==> src/rtl/thermostat_ctrl.sv <==
// Heating/cooling controller with hysteresis thresholds, runtime mode gating
// and a minimum-dwell anti-short-cycle timer. All outputs are registered.
module thermostat_ctrl #(
    parameter int unsigned TEMP_W    = 5,
    parameter int unsigned HEAT_ON   = 18,
    parameter int unsigned HEAT_OFF  = 20,
    parameter int unsigned COOL_ON   = 22,
    parameter int unsigned COOL_OFF  = 20,
    parameter int unsigned MIN_DWELL = 4
) (
    input  logic              clk,
    input  logic              rst,
    input  logic [TEMP_W-1:0] temperature,
    input  logic [1:0]        mode,
    output logic              heating,
    output logic              cooling,
    output logic [1:0]        state,
    output logic              dwell_busy
);

    localparam int unsigned DWELL_W = $clog2(MIN_DWELL + 1);

    localparam logic [DWELL_W-1:0] DWELL_LOAD = DWELL_W'(MIN_DWELL - 1);
    localparam logic [TEMP_W-1:0]  HEAT_ON_T  = TEMP_W'(HEAT_ON);
    localparam logic [TEMP_W-1:0]  HEAT_OFF_T = TEMP_W'(HEAT_OFF);
    localparam logic [TEMP_W-1:0]  COOL_ON_T  = TEMP_W'(COOL_ON);
    localparam logic [TEMP_W-1:0]  COOL_OFF_T = TEMP_W'(COOL_OFF);

    // Reject parameter sets that would break the hysteresis ordering.
    if (MIN_DWELL < 1) begin : g_bad_dwell
        $error("thermostat_ctrl: MIN_DWELL must be >= 1");
    end
    if (!(HEAT_ON < HEAT_OFF)) begin : g_bad_heat
        $error("thermostat_ctrl: HEAT_ON must be below HEAT_OFF");
    end
    if (!(HEAT_OFF <= COOL_OFF)) begin : g_bad_band
        $error("thermostat_ctrl: HEAT_OFF must not exceed COOL_OFF");
    end
    if (!(COOL_OFF < COOL_ON)) begin : g_bad_cool
        $error("thermostat_ctrl: COOL_OFF must be below COOL_ON");
    end
    if ((TEMP_W < 32) && (64'(COOL_ON) >= (64'd1 << TEMP_W))) begin : g_bad_range
        $error("thermostat_ctrl: thresholds must fit in TEMP_W bits");
    end

    typedef enum logic [1:0] {
        ST_IDLE = 2'b00,
        ST_HEAT = 2'b01,
        ST_COOL = 2'b10
    } state_t;

    state_t               state_q;
    state_t               state_d;
    logic [DWELL_W-1:0]   dwell_q;
    logic [DWELL_W-1:0]   dwell_d;
    logic                 heating_d;
    logic                 cooling_d;
    logic                 dwell_busy_d;
    logic                 heat_en;
    logic                 cool_en;

    assign heat_en = mode[0];
    assign cool_en = mode[1];
    assign state   = state_q;

    // State, dwell timer and decoded outputs; reset wins over everything.
    always_ff @(posedge clk) begin
        if (rst) begin
            state_q    <= ST_IDLE;
            dwell_q    <= '0;
            heating    <= 1'b0;
            cooling    <= 1'b0;
            dwell_busy <= 1'b0;
        end else begin
            state_q    <= state_d;
            dwell_q    <= dwell_d;
            heating    <= heating_d;
            cooling    <= cooling_d;
            dwell_busy <= dwell_busy_d;
        end
    end

    // Next-state decision, dwell reload on every change, output decode.
    always_comb begin
        state_d      = state_q;
        dwell_d      = dwell_q;
        heating_d    = 1'b0;
        cooling_d    = 1'b0;
        dwell_busy_d = 1'b0;

        case (state_q)
            ST_IDLE: begin
                if (dwell_q == '0) begin
                    if (heat_en && (temperature <= HEAT_ON_T)) begin
                        state_d = ST_HEAT;
                    end else if (cool_en && (temperature >= COOL_ON_T)) begin
                        state_d = ST_COOL;
                    end
                end
            end
            ST_HEAT: begin
                // Disabling heat drops out at once; the dwell only guards
                // thermostatic exits.
                if (!heat_en) begin
                    state_d = ST_IDLE;
                end else if ((dwell_q == '0) && (temperature >= HEAT_OFF_T)) begin
                    state_d = ST_IDLE;
                end
            end
            ST_COOL: begin
                if (!cool_en) begin
                    state_d = ST_IDLE;
                end else if ((dwell_q == '0) && (temperature <= COOL_OFF_T)) begin
                    state_d = ST_IDLE;
                end
            end
            default: begin
                state_d = ST_IDLE;
            end
        endcase

        // Forced exits also reload, so IDLE lockout always follows an exit.
        if (state_d != state_q) begin
            dwell_d = DWELL_LOAD;
        end else if (dwell_q != '0) begin
            dwell_d = dwell_q - DWELL_W'(1);
        end

        heating_d    = (state_d == ST_HEAT);
        cooling_d    = (state_d == ST_COOL);
        dwell_busy_d = (dwell_d != '0);
    end

endmodule

==> config.mk <==
export PLATFORM = sky130hd
export DESIGN_NAME = thermostat_ctrl
export DESIGN_NICKNAME = d
export VERILOG_FILES = /design/src/rtl/thermostat_ctrl.sv
export SDC_FILE = /design/constraint.sdc
export NUM_CORES = 1
export LEC_CHECK = 0
export BUFFER_PORTS_ARGS = -buffer_cell sky130_fd_sc_hd__buf_2
export CORE_AREA = 3 3 40 42
export CTS_CLUSTER_SIZE = 24
export DETAILED_ROUTE_END_ITERATION = 10
export DIE_AREA = 0 0 43 45
export PLACE_DENSITY_LB_ADDON = 0.3
export SKIP_CTS_REPAIR_TIMING = 1
export SYNTH_ARGS = -nofsm -noshare
export SYNTH_HDL_FRONTEND = slang
export SYNTH_SLANG_ARGS = --single-unit
==> constraint.sdc <==
create_clock -name clk -period 1.68 [get_ports clk]
set_input_delay 0.42 -clock clk [delete_from_list [all_inputs] [get_ports clk]]
set_output_delay 0.42 -clock clk [all_outputs]
set_load 0.02 [all_outputs]
==> Word-level counts from Yosys, hierarchy flattened <==
Index checks and enable logic that the tools add are counted.
{ "classes": {"n_mux": 10, "order_cmp": 4, "n_eq_ne": 5, "n_reduce_logical": 8, "n_addsub": 1} }
{ "op_table": {"columns": ["operator", "count"], "rows": [
  ["$mux 2", 7],
  ["$ge 5x5->1 const B", 2],
  ["$le 5x5->1 const B", 2],
  ["$mux 3", 2],
  ["$pmux 2 s3", 1],
  ["$reduce_bool 3->1", 2],
  ["$eq 2x1->1 const B", 2],
  ["$eq 2x2->1 const B", 2],
  ["$logic_and 1x1->1", 4],
  ["$logic_not 3->1", 1],
  ["$sub 3x1->3 const B", 1],
  ["$logic_not 2->1", 1],
  ["$ne 2x2->1", 1]
]} }
{ "totals": {"output_inout_bits": 5, "wordCells": 33, "regBits": 8} }

==> Logic depth before layout (Yosys ltp) <==
{ "depth": {"word_depth": 9, "ltp_mapped": 6, "mapped_depth_nobuf": 6} }

==> Worst setup path before layout <==
No wires, ideal clock.
{ "synth_timing": {"kind": "register to register", "startpoint": "register dwell_q[0]", "endpoint": "register dwell_q[2]", "arrival_ns": 1.272, "path_stages_with_launch": 7, "n_path_buf": 0, "required_time_ns": 1.561, "path_slack_ns": 0.290, "setup_time_ns": 0.119, "cell_sequence": "dfxtp_1 > inv_1 > ha_1 > nand3b_2 > o41ai_2 > a22oi_2 > nor3b_2"} }
{ "synth_between": {"elab_chain_len": 7} }
{ "synth_rtl": {"columns": ["element", "line_no", "rtl"], "rows": [
  ["from (decl)", "54", "logic [DWELL_W-1:0] dwell_q;"],
  ["from (signal assigned)", "76", "dwell_q <= dwell_d;"],
  ["$logic_not 3->1", "93, 106, 113", null],
  ["$logic_and 1x1->1, on equally long branches", "113, 106", null],
  ["$mux 2, on equally long branches", "113, 106", null],
  ["$mux 2, on equally long branches", "111, 104", null],
  ["$pmux 2 s3", "91", "case (state_q)"],
  ["$ne 2x2->1", "123", "if (state_d != state_q) begin"],
  ["$mux 3 (*)", "123", null]
]} }
Mark *: on every way between the ends. The rest lies on a longest branch, timed or not.
A chain may end at the register's enable or synchronous reset.

==> Worst setup path in the final report <==
Same ends and word-level chain as after synthesis.

==> key figures <==
Outcome
  • Status: completed

Route
  • WL per Instance: about 12 um
  • DR DRC count: 0
  • Via density: roughly 5.4
  • ANT nets after route: 0
  • Post-detailed-routing wire length: 1004 um
  • Starting DRT DRC Count: 5
  • Drt pass-1 iters: 2
  • Via count: 451

Die
  • Starting Density: between 30% and 40%
  • Die Wd: 43 um
  • DIE AREA: 1935 um^2
  • Core area: around 1300 um^2
  • I/O pins: 14
  • Die Y: roughly 45 um
  • Site Rows: 13

Synth
  • Syn_nets: 65
  • Synth warn: 0
  • Largest area contributor in the netlist: dfxtp_1
  • Post-synth top area share: around 34%
  • Post-synthesis sequential area ratio: roughly a third
  • Post-synthesis cell count: 54
  • Mapped Area: 465.4 um^2
  • Top post-synthesis cells by area: dfxtp_1 34%, nor3_1 7.5%, a31oi_1 5.4%
  • Number of synthesized register bits: 8
  • Avg Cell Area, Syn: 8.619 um^2
  • Post-synthesis cell type count: 24

Timing
  • Relative slew slack: about 81%
  • Fmax: 658.2 MHz
  • Final slew viol count: 0
  • Setup_tns: 0 ns
  • Worst hold slack: about 0.46 ns
  • Worst-margin pin slew: between 0.2 and 0.3 ns
  • Final Hold Violating Endpoints: 0
  • Final period util: between 90% and 100%
  • RSZ-0062 raised after global routing: no
  • Final setup violation count: 0
  • Min Tclk post-route: ~1.5 ns
  • Clock skew: 0.0009612 ns

Hold path
  • Hold wc startpoint: rst
  • HP Class: primary input to flop
  • Hold Crit Depth: 2
  • Hold Path Sink: dwell_q[2]$_SDFF_PP0_

Layout
  • Area Overhead vs Synth: 20.70%
  • Final #Nets: 82
  • Diode count: 0
  • Layout cell share with drive strength beyond 1: a little under a third

Clock tree
  • Root buf cell: clkbuf_4
  • CTS Sinks: 8
  • Clock Tree Buf Depth: 2
  • CTS Buf Count: 3
  • CTS tree: built
  • Clk pin slew, worst setup/hold paths: roughly 0.050 ns
  • H-tree depth: 1
  • Clock Latency Late Sink: approximately 0.25 ns

Pwr
  • Internal: ~0.54 mW
  • Worst vdd ir: roughly 0.63 mV
  • Sw power: roughly 0.39 mW
  • Net Sw Frac: 41.99%
  • Power, Total: between 0.9 and 1 mW
  • Power density cells: between 1500 and 2000 nW/um^2
  • Clk pwr share: between 15 and 20%
  • Leakage power: about 0.24 nW
  • Flop pwr share: approximately a third
  • Comb power frac: 53.2%

Global route
  • Grt ovf: 0
  • Pin count of the biggest net entering global routing: 9
  • First-pass GRT wire length: roughly 1600 um
  • GRT Resource Usage Total: 11.76%
  • Number of global-route vias before repair: between 400 and 500
  • Initial antenna violation count: 0

Worst setup path
  • CP Class: flop to flop
  • CP Depth: 6
  • Crit start category: flop
  • Worst Path Max Fanout: 5
  • Slowest CP cell: dfxtp_1
  • CP delay by family, top: compound AO/OA/AOI/OAI gates
  • Critical R2R Launch: dwell_q[0]$_SDFF_PP0_
  • Worst reg2reg endpoint: dwell_q[2]$_SDFF_PP0_
  • Worst reg2reg path depth: 6
  • Arr. time, crit path: roughly 1.7 ns
  • R2R Setup Slk: 0.16 ns
  • Req. time, crit path: roughly 1.8 ns
  • Kind of end point of the critical path: flop
  • Buf/Inv on CP: 1
  • CP peak stage delay: around 0.32 ns
  • Worst-path cell chain: inv_1 > ha_1 > nand3b_2 > o41ai_2 > a22oi_2 > nor3b_2

Placement
  • Post-DP HPWL: 854.9 um
  • Routability congestion estimate: roughly 0.76
  • IO Port Bufs: 13

Flow run
  • # Max-Cap Violations: 0
## worst register-to-register path, cell delays in order (launching register included)
cell	delay, ns
dfxtp_1	0.32
inv_1	0.10
ha_1	0.25
nand3b_2	0.15
o41ai_2	0.26
a22oi_2	0.15
nor3b_2	0.17
## cell families (layout without fill, tap and decap cells)
| logic type | count (synthesis) | count (layout) | synth area share [%] |
|---|---|---|---|
| AO/OA/AOI/OAI | 17 | 17 | 27.15 |
| buffers and inverters | 6 | 21 | 6.183 |
| flip-flops | 8 | 8 | 34.41 |
| XOR/XNOR | 1 | 1 | 1.882 |
| adder cells (fa/ha/maj) | 2 | 2 | 5.375 |
| AND/OR/NAND/NOR | 20 | 20 | 25.00 |
## layout make-up
type	count	area, um^2
Clock buffer	3	22.52
Timing Repair Buffer	13	65.06
Inverter	5	18.77
Fill cell	138	723.2
Tap cell	15	18.77
Multi-Input combinational cell	40	276.5
Sequential cell	8	160.2
## through the flow
| stage | setup slack, ns | utilization (%) | cells | cell area [um^2] |
|---|---|---|---|---|
| after floorplan | 0.2896 | - | 54 | 465.4 |
| after global placement | 0.1818 | 41.97 | 81 | 539.3 |
| after detailed placement | 0.1431 | 41.97 | 81 | 539.3 |
| after CTS | 0.1346 | 43.72 | 84 | 561.8 |
| after global routing | 0.03744 | 43.72 | 84 | 561.8 |
| final | 0.1607 | 43.72 | 84 | 561.8 |
## layer usage
layer | up-vias | share of wire [%] | GRT usage [%]
met5 | - | 0 | 0
met4 | 0 | 2.2 | 5.422
met3 | 4 | 8.3 | 6.773
met2 | 13 | 49 | 21.26
met1 | 200 | 40 | 10.65
li1 | 234 | - | -
## sequential cells by signal, indices dropped and copies added, names as in the netlist
signal,count
dwell_busy,1
heating,1
cooling,1
state,2
dwell_q,3
## worst max path at each step
stage,startpoint,slack (ns),end
global route,dwell_q[0]$_SDFF_PP0_,0.04,dwell_q[2]$_SDFF_PP0_
detailed placement,dwell_q[0]$_SDFF_PP0_,0.14,dwell_q[2]$_SDFF_PP0_
floorplan,dwell_q[0]$_SDFF_PP0_,0.29,dwell_q[2]$_SDFF_PP0_
finish,dwell_q[0]$_SDFF_PP0_,0.16,dwell_q[2]$_SDFF_PP0_
CTS,dwell_q[0]$_SDFF_PP0_,0.13,dwell_q[2]$_SDFF_PP0_
global placement,dwell_q[0]$_SDFF_PP0_,0.18,dwell_q[0]$_SDFF_PP0_
## power by group through the flow
stage	Clock, mW	Sequential, mW	Combinational, mW
after floorplan	0	0.319	0.366
after global placement	0	0.294	0.497
after detailed placement	0	0.299	0.497
after CTS	0.150	0.294	0.499
after global routing	0.163	0.301	0.556
final	0.143	0.293	0.495
## Yosys cell counts
library cell / number
dfxtp_1: 8
nor3_1: 7
inv_1: 5
a21oi_1: 4
a31oi_1: 4
nand2_1: 3
o21ai_0: 3
ha_1: 2
nand2b_1: 2
nor2_1: 2
a22oi_2: 1
a31o_1: 1
and2b_2: 1
clkdlybuf4s25_2: 1
nand3_1: 1
nand3b_2: 1
nand4_1: 1
nor2b_1: 1
nor3b_2: 1
o211ai_1: 1
o211ai_2: 1
o32ai_1: 1
o41ai_2: 1
xnor2_1: 1
## cells in the final DEF (no fill, tap or decap), types with 3 or more instances in the layout
master and instances:
buf_2 13, dfxtp_1 8, nor3_1 7, inv_1 5, a21oi_1 4, a31oi_1 4
nand2_1 3, o21ai_0 3, clkbuf_4 3
Power figures use the tool's default switching activity.
